===== config.mk =====
export PLATFORM = sky130hd
export DESIGN_NAME = squash_rom_loader_flat
export DESIGN_NICKNAME = d
export VERILOG_FILES = /design/src/rtl/squash_rom_loader_if.sv /design/src/rtl/squash_rom_loader.sv /design/src/flat_wrapper.sv
export SDC_FILE = /design/constraint.sdc
export NUM_CORES = 1
export LEC_CHECK = 0
export ABC_AREA = 0
export BUFFER_PORTS_ARGS = -buffer_cell sky130_fd_sc_hd__buf_2
export CELL_PAD_IN_SITES_DETAIL_PLACEMENT = 0
export CELL_PAD_IN_SITES_GLOBAL_PLACEMENT = 1
export CORE_MARGIN = 2
export CORE_UTILIZATION = 40
export CTS_BUF_LIST = sky130_fd_sc_hd__clkbuf_4
export DETAILED_ROUTE_END_ITERATION = 6
export GPL_TIMING_DRIVEN = 0
export PLACE_DENSITY = 0.89
export SLEW_MARGIN = 20
export SYNTH_ARGS = -nofsm -noshare
export SYNTH_HDL_FRONTEND = slang
export SYNTH_SLANG_ARGS = --single-unit

===== constraint.sdc =====
create_clock -name clk_sys -period 3.8 [get_ports clk_sys]
set_input_delay 0.19 -clock clk_sys [delete_from_list [all_inputs] [get_ports clk_sys]]
set_output_delay 0.19 -clock clk_sys [all_outputs]
set_load 0.01 [all_outputs]

===== src/rtl/squash_rom_loader_if.sv =====
// squash_rom_loader_if
//   Bundles the hps_io ioctl download stream and the ROM write port of the
//   core into one interface.
//   Signals:
//     ioctl_download  download window from hps_io
//     ioctl_wr        one-cycle byte strobe from hps_io
//     ioctl_addr      25-bit byte address from hps_io
//     ioctl_dout      byte data from hps_io
//     dn_addr         registered ROM write address (ADDR_W bits)
//     dn_data         registered ROM write data
//     dn_wr           one-cycle ROM write pulse
//     dn_rgn          one-hot region of the current dn_wr: [0] CPU, [1] GFX, [2] SND
//   Modports:
//     master  hps_io / core side (drives ioctl_*, observes dn_*)
//     slave   the loader itself (observes ioctl_*, drives dn_*)
interface squash_rom_loader_if #(
    parameter int ADDR_W = 17
);
    logic              ioctl_download;
    logic              ioctl_wr;
    logic [24:0]       ioctl_addr;
    logic [7:0]        ioctl_dout;
    logic [ADDR_W-1:0] dn_addr;
    logic [7:0]        dn_data;
    logic              dn_wr;
    logic [2:0]        dn_rgn;

    modport master (
        output ioctl_download, ioctl_wr, ioctl_addr, ioctl_dout,
        input  dn_addr, dn_data, dn_wr, dn_rgn
    );

    modport slave (
        input  ioctl_download, ioctl_wr, ioctl_addr, ioctl_dout,
        output dn_addr, dn_data, dn_wr, dn_rgn
    );
endinterface


===== src/rtl/squash_rom_loader.sv =====
// squash_rom_loader
//   Turns the hps_io ioctl download stream into the core ROM write port.
//   Each in-range byte is registered, tagged with its ROM region (CPU, GFX,
//   SND) and forwarded one cycle later; bytes at or beyond TOTAL are dropped
//   and flagged. The core is held in reset until a complete image has loaded.
//   Optional feature macro: SQUASH_ROM_CHECKSUM_EN adds a 16-bit byte sum that
//   must equal CHK_REF at the end of the download.
//   Ports:
//     clk_sys       system clock
//     reset_n       asynchronous active-low reset
//     bus           squash_rom_loader_if.slave (ioctl_* in, dn_* out)
//     core_reset_n  0 holds the core in reset; 1 only once an image is DONE
//     load_busy     1 while a download is in progress
//     load_err      sticky: short image, overflow or checksum mismatch
//     byte_cnt      saturating count of accepted bytes
module squash_rom_loader #(
    parameter int          ADDR_W  = 17,
    parameter logic [24:0] CPU_END = 25'h08000,
    parameter logic [24:0] GFX_END = 25'h10000,
    parameter logic [24:0] TOTAL   = 25'h18000,
    parameter logic [15:0] CHK_REF = 16'h0000
) (
    input  logic                 clk_sys,
    input  logic                 reset_n,
    squash_rom_loader_if.slave   bus,
    output logic                 core_reset_n,
    output logic                 load_busy,
    output logic                 load_err,
    output logic [ADDR_W:0]      byte_cnt
);

    typedef enum logic [1:0] {
        S_IDLE,
        S_LOAD,
        S_DONE,
        S_ERR
    } state_t;

    localparam logic [ADDR_W:0] CNT_MAX   = '1;
    localparam logic [ADDR_W:0] CNT_ONE   = 1;
    localparam logic [ADDR_W:0] TOTAL_CNT = TOTAL[ADDR_W:0];

    state_t            state;
    state_t            state_next;
    logic              dl_prev;
    logic              rise;
    logic              fall;
    logic              in_range;
    logic              accept;
    logic              overflow;
    logic [2:0]        rgn_next;
    logic [ADDR_W:0]   cnt_base;
    logic [ADDR_W:0]   cnt_next;
    logic              err_next;
    logic              chk_ok;

    logic [ADDR_W-1:0] dn_addr_q;
    logic [7:0]        dn_data_q;
    logic              dn_wr_q;
    logic [2:0]        dn_rgn_q;

    // The range compare runs on the full 25-bit address so that a high
    // address cannot alias back into the image through truncation.
    always_comb begin
        rise     = bus.ioctl_download & ~dl_prev;
        fall     = ~bus.ioctl_download & dl_prev;
        in_range = (bus.ioctl_addr < TOTAL);
        accept   = bus.ioctl_wr & bus.ioctl_download & in_range;
        overflow = bus.ioctl_wr & bus.ioctl_download & ~in_range;
        if (bus.ioctl_addr < CPU_END) begin
            rgn_next = 3'b001;
        end else if (bus.ioctl_addr < GFX_END) begin
            rgn_next = 3'b010;
        end else begin
            rgn_next = 3'b100;
        end
    end

    // A rising edge clears the count first, so a write arriving in that
    // same cycle is counted as the first byte of the new image.
    always_comb begin
        cnt_base = rise ? '0 : byte_cnt;
        cnt_next = cnt_base;
        if (accept && (cnt_base != CNT_MAX)) begin
            cnt_next = cnt_base + CNT_ONE;
        end
    end

`ifdef SQUASH_ROM_CHECKSUM_EN
    logic [15:0] chk_sum;
    logic [15:0] chk_final;

    // The end-of-load compare must include a dn_wr that is still issuing in
    // the falling-edge cycle, so the pending byte is folded in here.
    always_comb begin
        chk_final = chk_sum + (dn_wr_q ? {8'h00, dn_data_q} : 16'h0000);
        chk_ok    = (chk_final == CHK_REF);
    end

    always_ff @(posedge clk_sys or negedge reset_n) begin
        if (!reset_n) begin
            chk_sum <= 16'h0000;
        end else if (rise) begin
            chk_sum <= 16'h0000;
        end else if (dn_wr_q) begin
            chk_sum <= chk_final;
        end
    end
`else
    logic unused_chk_ref;

    assign unused_chk_ref = ^CHK_REF;
    assign chk_ok         = 1'b1;
`endif

    always_ff @(posedge clk_sys or negedge reset_n) begin
        if (!reset_n) begin
            state <= S_IDLE;
        end else begin
            state <= state_next;
        end
    end

    // Load error is sampled before the update; an overflow can never land in
    // the falling-edge cycle because the download window is already closed.
    always_comb begin
        state_next = state;
        if (rise) begin
            state_next = S_LOAD;
        end else if ((state == S_LOAD) && fall) begin
            if ((byte_cnt >= TOTAL_CNT) && !load_err && chk_ok) begin
                state_next = S_DONE;
            end else begin
                state_next = S_ERR;
            end
        end
    end

    always_comb begin
        core_reset_n = (state == S_DONE);
        load_busy    = (state == S_LOAD);
    end

    always_comb begin
        err_next = rise ? 1'b0 : load_err;
        if (overflow) begin
            err_next = 1'b1;
        end else if ((state == S_LOAD) && fall && (state_next == S_ERR)) begin
            err_next = 1'b1;
        end
    end

    always_ff @(posedge clk_sys or negedge reset_n) begin
        if (!reset_n) begin
            dl_prev   <= 1'b0;
            byte_cnt  <= '0;
            load_err  <= 1'b0;
            dn_addr_q <= '0;
            dn_data_q <= 8'h00;
            dn_wr_q   <= 1'b0;
            dn_rgn_q  <= 3'b000;
        end else begin
            dl_prev  <= bus.ioctl_download;
            byte_cnt <= cnt_next;
            load_err <= err_next;
            dn_wr_q  <= accept;
            dn_rgn_q <= accept ? rgn_next : 3'b000;
            if (accept) begin
                dn_addr_q <= bus.ioctl_addr[ADDR_W-1:0];
                dn_data_q <= bus.ioctl_dout;
            end
        end
    end

    assign bus.dn_addr = dn_addr_q;
    assign bus.dn_data = dn_data_q;
    assign bus.dn_wr   = dn_wr_q;
    assign bus.dn_rgn  = dn_rgn_q;

endmodule

===== src/flat_wrapper.sv =====
// flat-port wrapper written by rule: the top's interface ports become plain ports
module squash_rom_loader_flat 
#(
    parameter int          ADDR_W  = 17,
    parameter logic [24:0] CPU_END = 25'h08000,
    parameter logic [24:0] GFX_END = 25'h10000,
    parameter logic [24:0] TOTAL   = 25'h18000,
    parameter logic [15:0] CHK_REF = 16'h0000
)
  (clk_sys, reset_n, core_reset_n, load_busy, load_err, byte_cnt, bus_ioctl_download, bus_ioctl_wr, bus_ioctl_addr, bus_ioctl_dout, bus_dn_addr, bus_dn_data, bus_dn_wr, bus_dn_rgn);
  squash_rom_loader_if #(.ADDR_W(ADDR_W)) bus_i ();
  input  logic clk_sys;
  input  logic reset_n;
  output logic core_reset_n;
  output logic load_busy;
  output logic load_err;
  output logic [ADDR_W:0] byte_cnt;
  input wire logic [$bits(bus_i.ioctl_download)-1:0] bus_ioctl_download;
  input wire logic [$bits(bus_i.ioctl_wr)-1:0] bus_ioctl_wr;
  input wire logic [$bits(bus_i.ioctl_addr)-1:0] bus_ioctl_addr;
  input wire logic [$bits(bus_i.ioctl_dout)-1:0] bus_ioctl_dout;
  output wire logic [$bits(bus_i.dn_addr)-1:0] bus_dn_addr;
  output wire logic [$bits(bus_i.dn_data)-1:0] bus_dn_data;
  output wire logic [$bits(bus_i.dn_wr)-1:0] bus_dn_wr;
  output wire logic [$bits(bus_i.dn_rgn)-1:0] bus_dn_rgn;
  assign bus_i.ioctl_download = bus_ioctl_download;
  assign bus_i.ioctl_wr = bus_ioctl_wr;
  assign bus_i.ioctl_addr = bus_ioctl_addr;
  assign bus_i.ioctl_dout = bus_ioctl_dout;
  assign bus_dn_addr = bus_i.dn_addr;
  assign bus_dn_data = bus_i.dn_data;
  assign bus_dn_wr = bus_i.dn_wr;
  assign bus_dn_rgn = bus_i.dn_rgn;
  squash_rom_loader #(.ADDR_W(ADDR_W), .CPU_END(CPU_END), .GFX_END(GFX_END), .TOTAL(TOTAL), .CHK_REF(CHK_REF)) u_core (.clk_sys(clk_sys), .reset_n(reset_n), .bus(bus_i), .core_reset_n(core_reset_n), .load_busy(load_busy), .load_err(load_err), .byte_cnt(byte_cnt));
endmodule

==> summary.md <==
| Metric | Value |
|---|---|
| First-pass GRT wire length | `8.342 mm` |
| Status | `finished, final reports clean` |
| Wire per inst | `12.51 um` |
| Fin crit share | `62.92%` |
| Antenna violations before repair | `0` |
| VDD IR max | `0.1438 mV` |
| Grt ovf | `0` |
| Max-cap violations | `0` |
| Worst Hold Class | `primary input to register` |
| Nets | `389` |
| WP buf/inv | `1` |
| GR Util All Layers | `16.36%` |
| Net switching power | `223.5 uW` |
| Number of enable flip-flop cells after synthesis | `0` |
| Crit path launch | `u_core.dl_prev` |
| CTS Buf Count | `5` |
| Via density per instance | `4.795` |
| ANT cells | `0` |
| Synthesized area | `0.002316 sq mm` |
| Sw frac | `23.31%` |
| Vias | `2033` |
| # rows | `27` |
| CTS Root Cell | `clkbuf_4` |
| DR DRC count | `0` |
| Crit path depth | `7` |
| Non-filler instance count after layout | `424` |
| Clock Power Share | `32.1%` |
| Gpl congestion | `0.7804` |
| Largest net degree at the start of global routing | `52` |
| Sinks on Clock Net | `51` |
| Final wirelength | `5.304 mm` |
| Area Overhead vs Synth | `34.74%` |
| Unrepaired setup endpoints after global routing | `false` |
| DIE AREA | `0.006414 sq mm` |
| Die width | `80.09 um` |
| Max stage delay on crit path | `0.49 ns` |
| Worst slew pin tran | `0.6394 ns` |
| P_leak | `0.001737 uW` |
| Worst clock skew | `0.002530 ns` |
| Critical R2R Capture | `u_core.byte_cnt[1]` |
| Initial DRC count | `73` |
| Synth Area per Inst | `9.731 sq um` |
| Slew HR | `57.37%` |
| Setup crit start kind | `register` |
| H-tree depth | `2` |
| Placed insts | `396` |
| Setup violators final | `0` |
| Register area share after synthesis | `55.11%` |
| Final Hold Fails | `0` |
| Slew Viols, Final | `0` |
| Setup TNS | `0 ns` |
| CP top delay family | `simple AND/OR/NAND/NOR gates` |
| Fraction of layout cells with a size suffix above 1 | `30.40%` |
| Die Y | `80.09 um` |
| Synth Register Bits | `51` |
| Crit path max fanout | `10` |
| CTS tree | `done` |
| Cell count of the worst reg-to-reg path | `7` |
| Hpwl dp | `3.713 mm` |
| Core Area | `0.005540 sq mm` |
| Minimum clock period | `2.391 ns` |
| Yosys top cell by area | `dfrtp_1` |
| Sequential share of power | `58.6%` |
| Latest clock arrival within the worst-skew pair | `0.36 ns` |
| CTS resizes | `0` |
| Post-synth top area share | `55.11%` |
| Ys async rst share | `100.0%` |
| Syn Inst Count | `238` |
| # fillers | `499` |
| Routed Antenna Nets | `0` |
| R2R Setup Slk | `1.41 ns` |
| Post-synthesis net count | `276` |
| Pint | `735.4 uW` |
| Yosys cell types | `35` |
| Required time worst endpoint | `4.06 ns` |
| Synth top area cells | `dfrtp_1 (55%), nand2_1 (15%), xor2_1 (2.6%)` |
| Clock tree buffer depth | `2` |
| Warnings from Yosys | `0` |
| Setup CP Type | `register to register` |
| CP Data Arrival Time | `2.65 ns` |
| Vias in the first global route | `1897` |
| Crit-path slowest cell | `dfrtp_1` |
| Clock slew at reported path FFs | `0.14 ns` |
| 1st-pass router iterations | `4` |
| PD cells | `307.3 mW/mm^2` |
| F_max | `0.4182 GHz` |
| Critical Path End Type | `register` |
| Reg2Reg Launch Point | `u_core.dl_prev` |
| Critical Path Sink | `u_core.byte_cnt[1]` |
| PortBufs | `86` |
| CP Cell Sequence | `nand2b_1, buf_2, and2_1, ha_1, and3_1, a41oi_4, mux2_2` |
| Io pins | `87` |
| Prevailing post-synth register cell | `dfrtp_1` |
| Combinational power share | `9.3%` |
| Starting Density | `41.80%` |
==> per-stage QoR <==
step	util, %	worst slack [ns]	instance area (sq um)	hold slack [ns]	power [uW]
5_1_grt	56.32	1.288	3120	0.0004655	1012
6_report	56.32	1.409	3120	0.01746	958.9
3_3_place_gp	51.20	1.429	2836	0.3870	646.3
2_1_floorplan	-	1.694	2316	-0.1056	598.6
3_5_place_dp	51.24	1.439	2839	0.2640	647.3
4_1_cts	55.96	1.413	3100	0.0001875	977.9
==> power groups by stage <==
stage	clock network (uW)	logic, uW	registers, uW
after floorplan	0	23.5	575
after global placement	0	74.2	572
after detailed placement	0	74.8	572
after CTS	327	88.8	562
after global routing	347	100	564
final	308	89.0	562
==> layout make-up <==
| type | instances | area [sq um] | share of cell area [%] |
|---|---|---|---|
| tap | 72 | 90.09 | 2.887 |
| timing repair buffer | 106 | 633.1 | 20.29 |
| inverter | 5 | 18.77 | 0.6014 |
| multi-input combinational | 176 | 996.0 | 31.92 |
| clock buffer | 5 | 37.54 | 1.203 |
| buffer | 6 | 25.02 | 0.8019 |
| sequential | 51 | 1276 | 40.90 |
| clock inverter | 3 | 43.79 | 1.403 |
==> sequential cells by signal, indices dropped and copies added, names as in the netlist <==
register,cells
u_core.bus.dn_rgn,3
u_core.bus.dn_addr,17
u_core.load_err,1
u_core.state,2
u_core.bus.dn_wr,1
u_core.dl_prev,1
u_core.bus.dn_data,8
u_core.byte_cnt,18
==> what timing repair did <==
| action | in CTS | in global routing |
|---|---|---|
| hold buffers | 18 | 2 |
| buffers inserted | 0 | 0 |
| hold endpoints to repair | 67 | 2 |
==> routing by layer <==
| layer | global-route usage, % | vias to the layer above | wire length [um] |
|---|---|---|---|
| met1 | 20.32 | 940 | 2354 |
| met5 | 0 | - | 0 |
| li1 | - | 1028 | - |
| met4 | 4.407 | 0 | 21 |
| met2 | 28.08 | 63 | 2534 |
| met3 | 4.382 | 2 | 393 |
==> cell usage after synthesis, types with 2 or more instances <==
cell type   n
nor4_1      2
nor4_4      2
a21oi_1    10
xnor2_1     3
xor2_1      7
inv_1       4
and3_1      5
nand3_1     9
a31o_2      2
nand2b_1    3
and4_1      4
nor2_1      6
nand2_1    91
dfrtp_1    51
a21o_1      3
and2_1      6
buf_2       2
nor3_1      4
mux2i_1     2
clkbuf_1    3
nand4_1     5
==> worst min-delay path: stages <==
cell and delay, ns:
buf_2 0.08, nand2_1 0.04, nand2_1 0.05
==> how the worst min path moves through the flow <==
stage                        from  cells past startpoint                      to
3_5_place_dp              reset_n                      1  u_core.bus.dn_addr[10]
2_1_floorplan             reset_n                      0   u_core.bus.dn_addr[0]
6_report        bus_ioctl_addr[1]                      3   u_core.bus.dn_addr[1]
4_1_cts         bus_ioctl_addr[1]                      3   u_core.bus.dn_addr[1]
3_3_place_gp   bus_ioctl_addr[14]                      3  u_core.bus.dn_addr[14]
5_1_grt         bus_ioctl_addr[5]                      3   u_core.bus.dn_addr[5]
==> cells in the final DEF, fill, tap and decap left out, drive strengths merged, types with 5 or more instances in the layout <==
master and instances:
a21oi 10, nor2 6, nand2 91, nand3 9
inv 5, and3 5, dlygate4sd3 20, dfrtp 51
nand4 6, buf 89, clkbuf 8, and2 6
xor2 7
==> kinds of logic (layout without fill, tap and decap cells) <==
kind of cell	Yosys count	after routing	share of synthesized area (%)
simple gates	141	141	29.98
flops	51	51	55.11
compound gates	21	21	7.348
buf+inv	11	125	1.890
xor+xnor	10	10	3.782
mux	3	3	1.351
fa+ha+maj	1	1	0.5402
(Power assumes the default switching activity.)
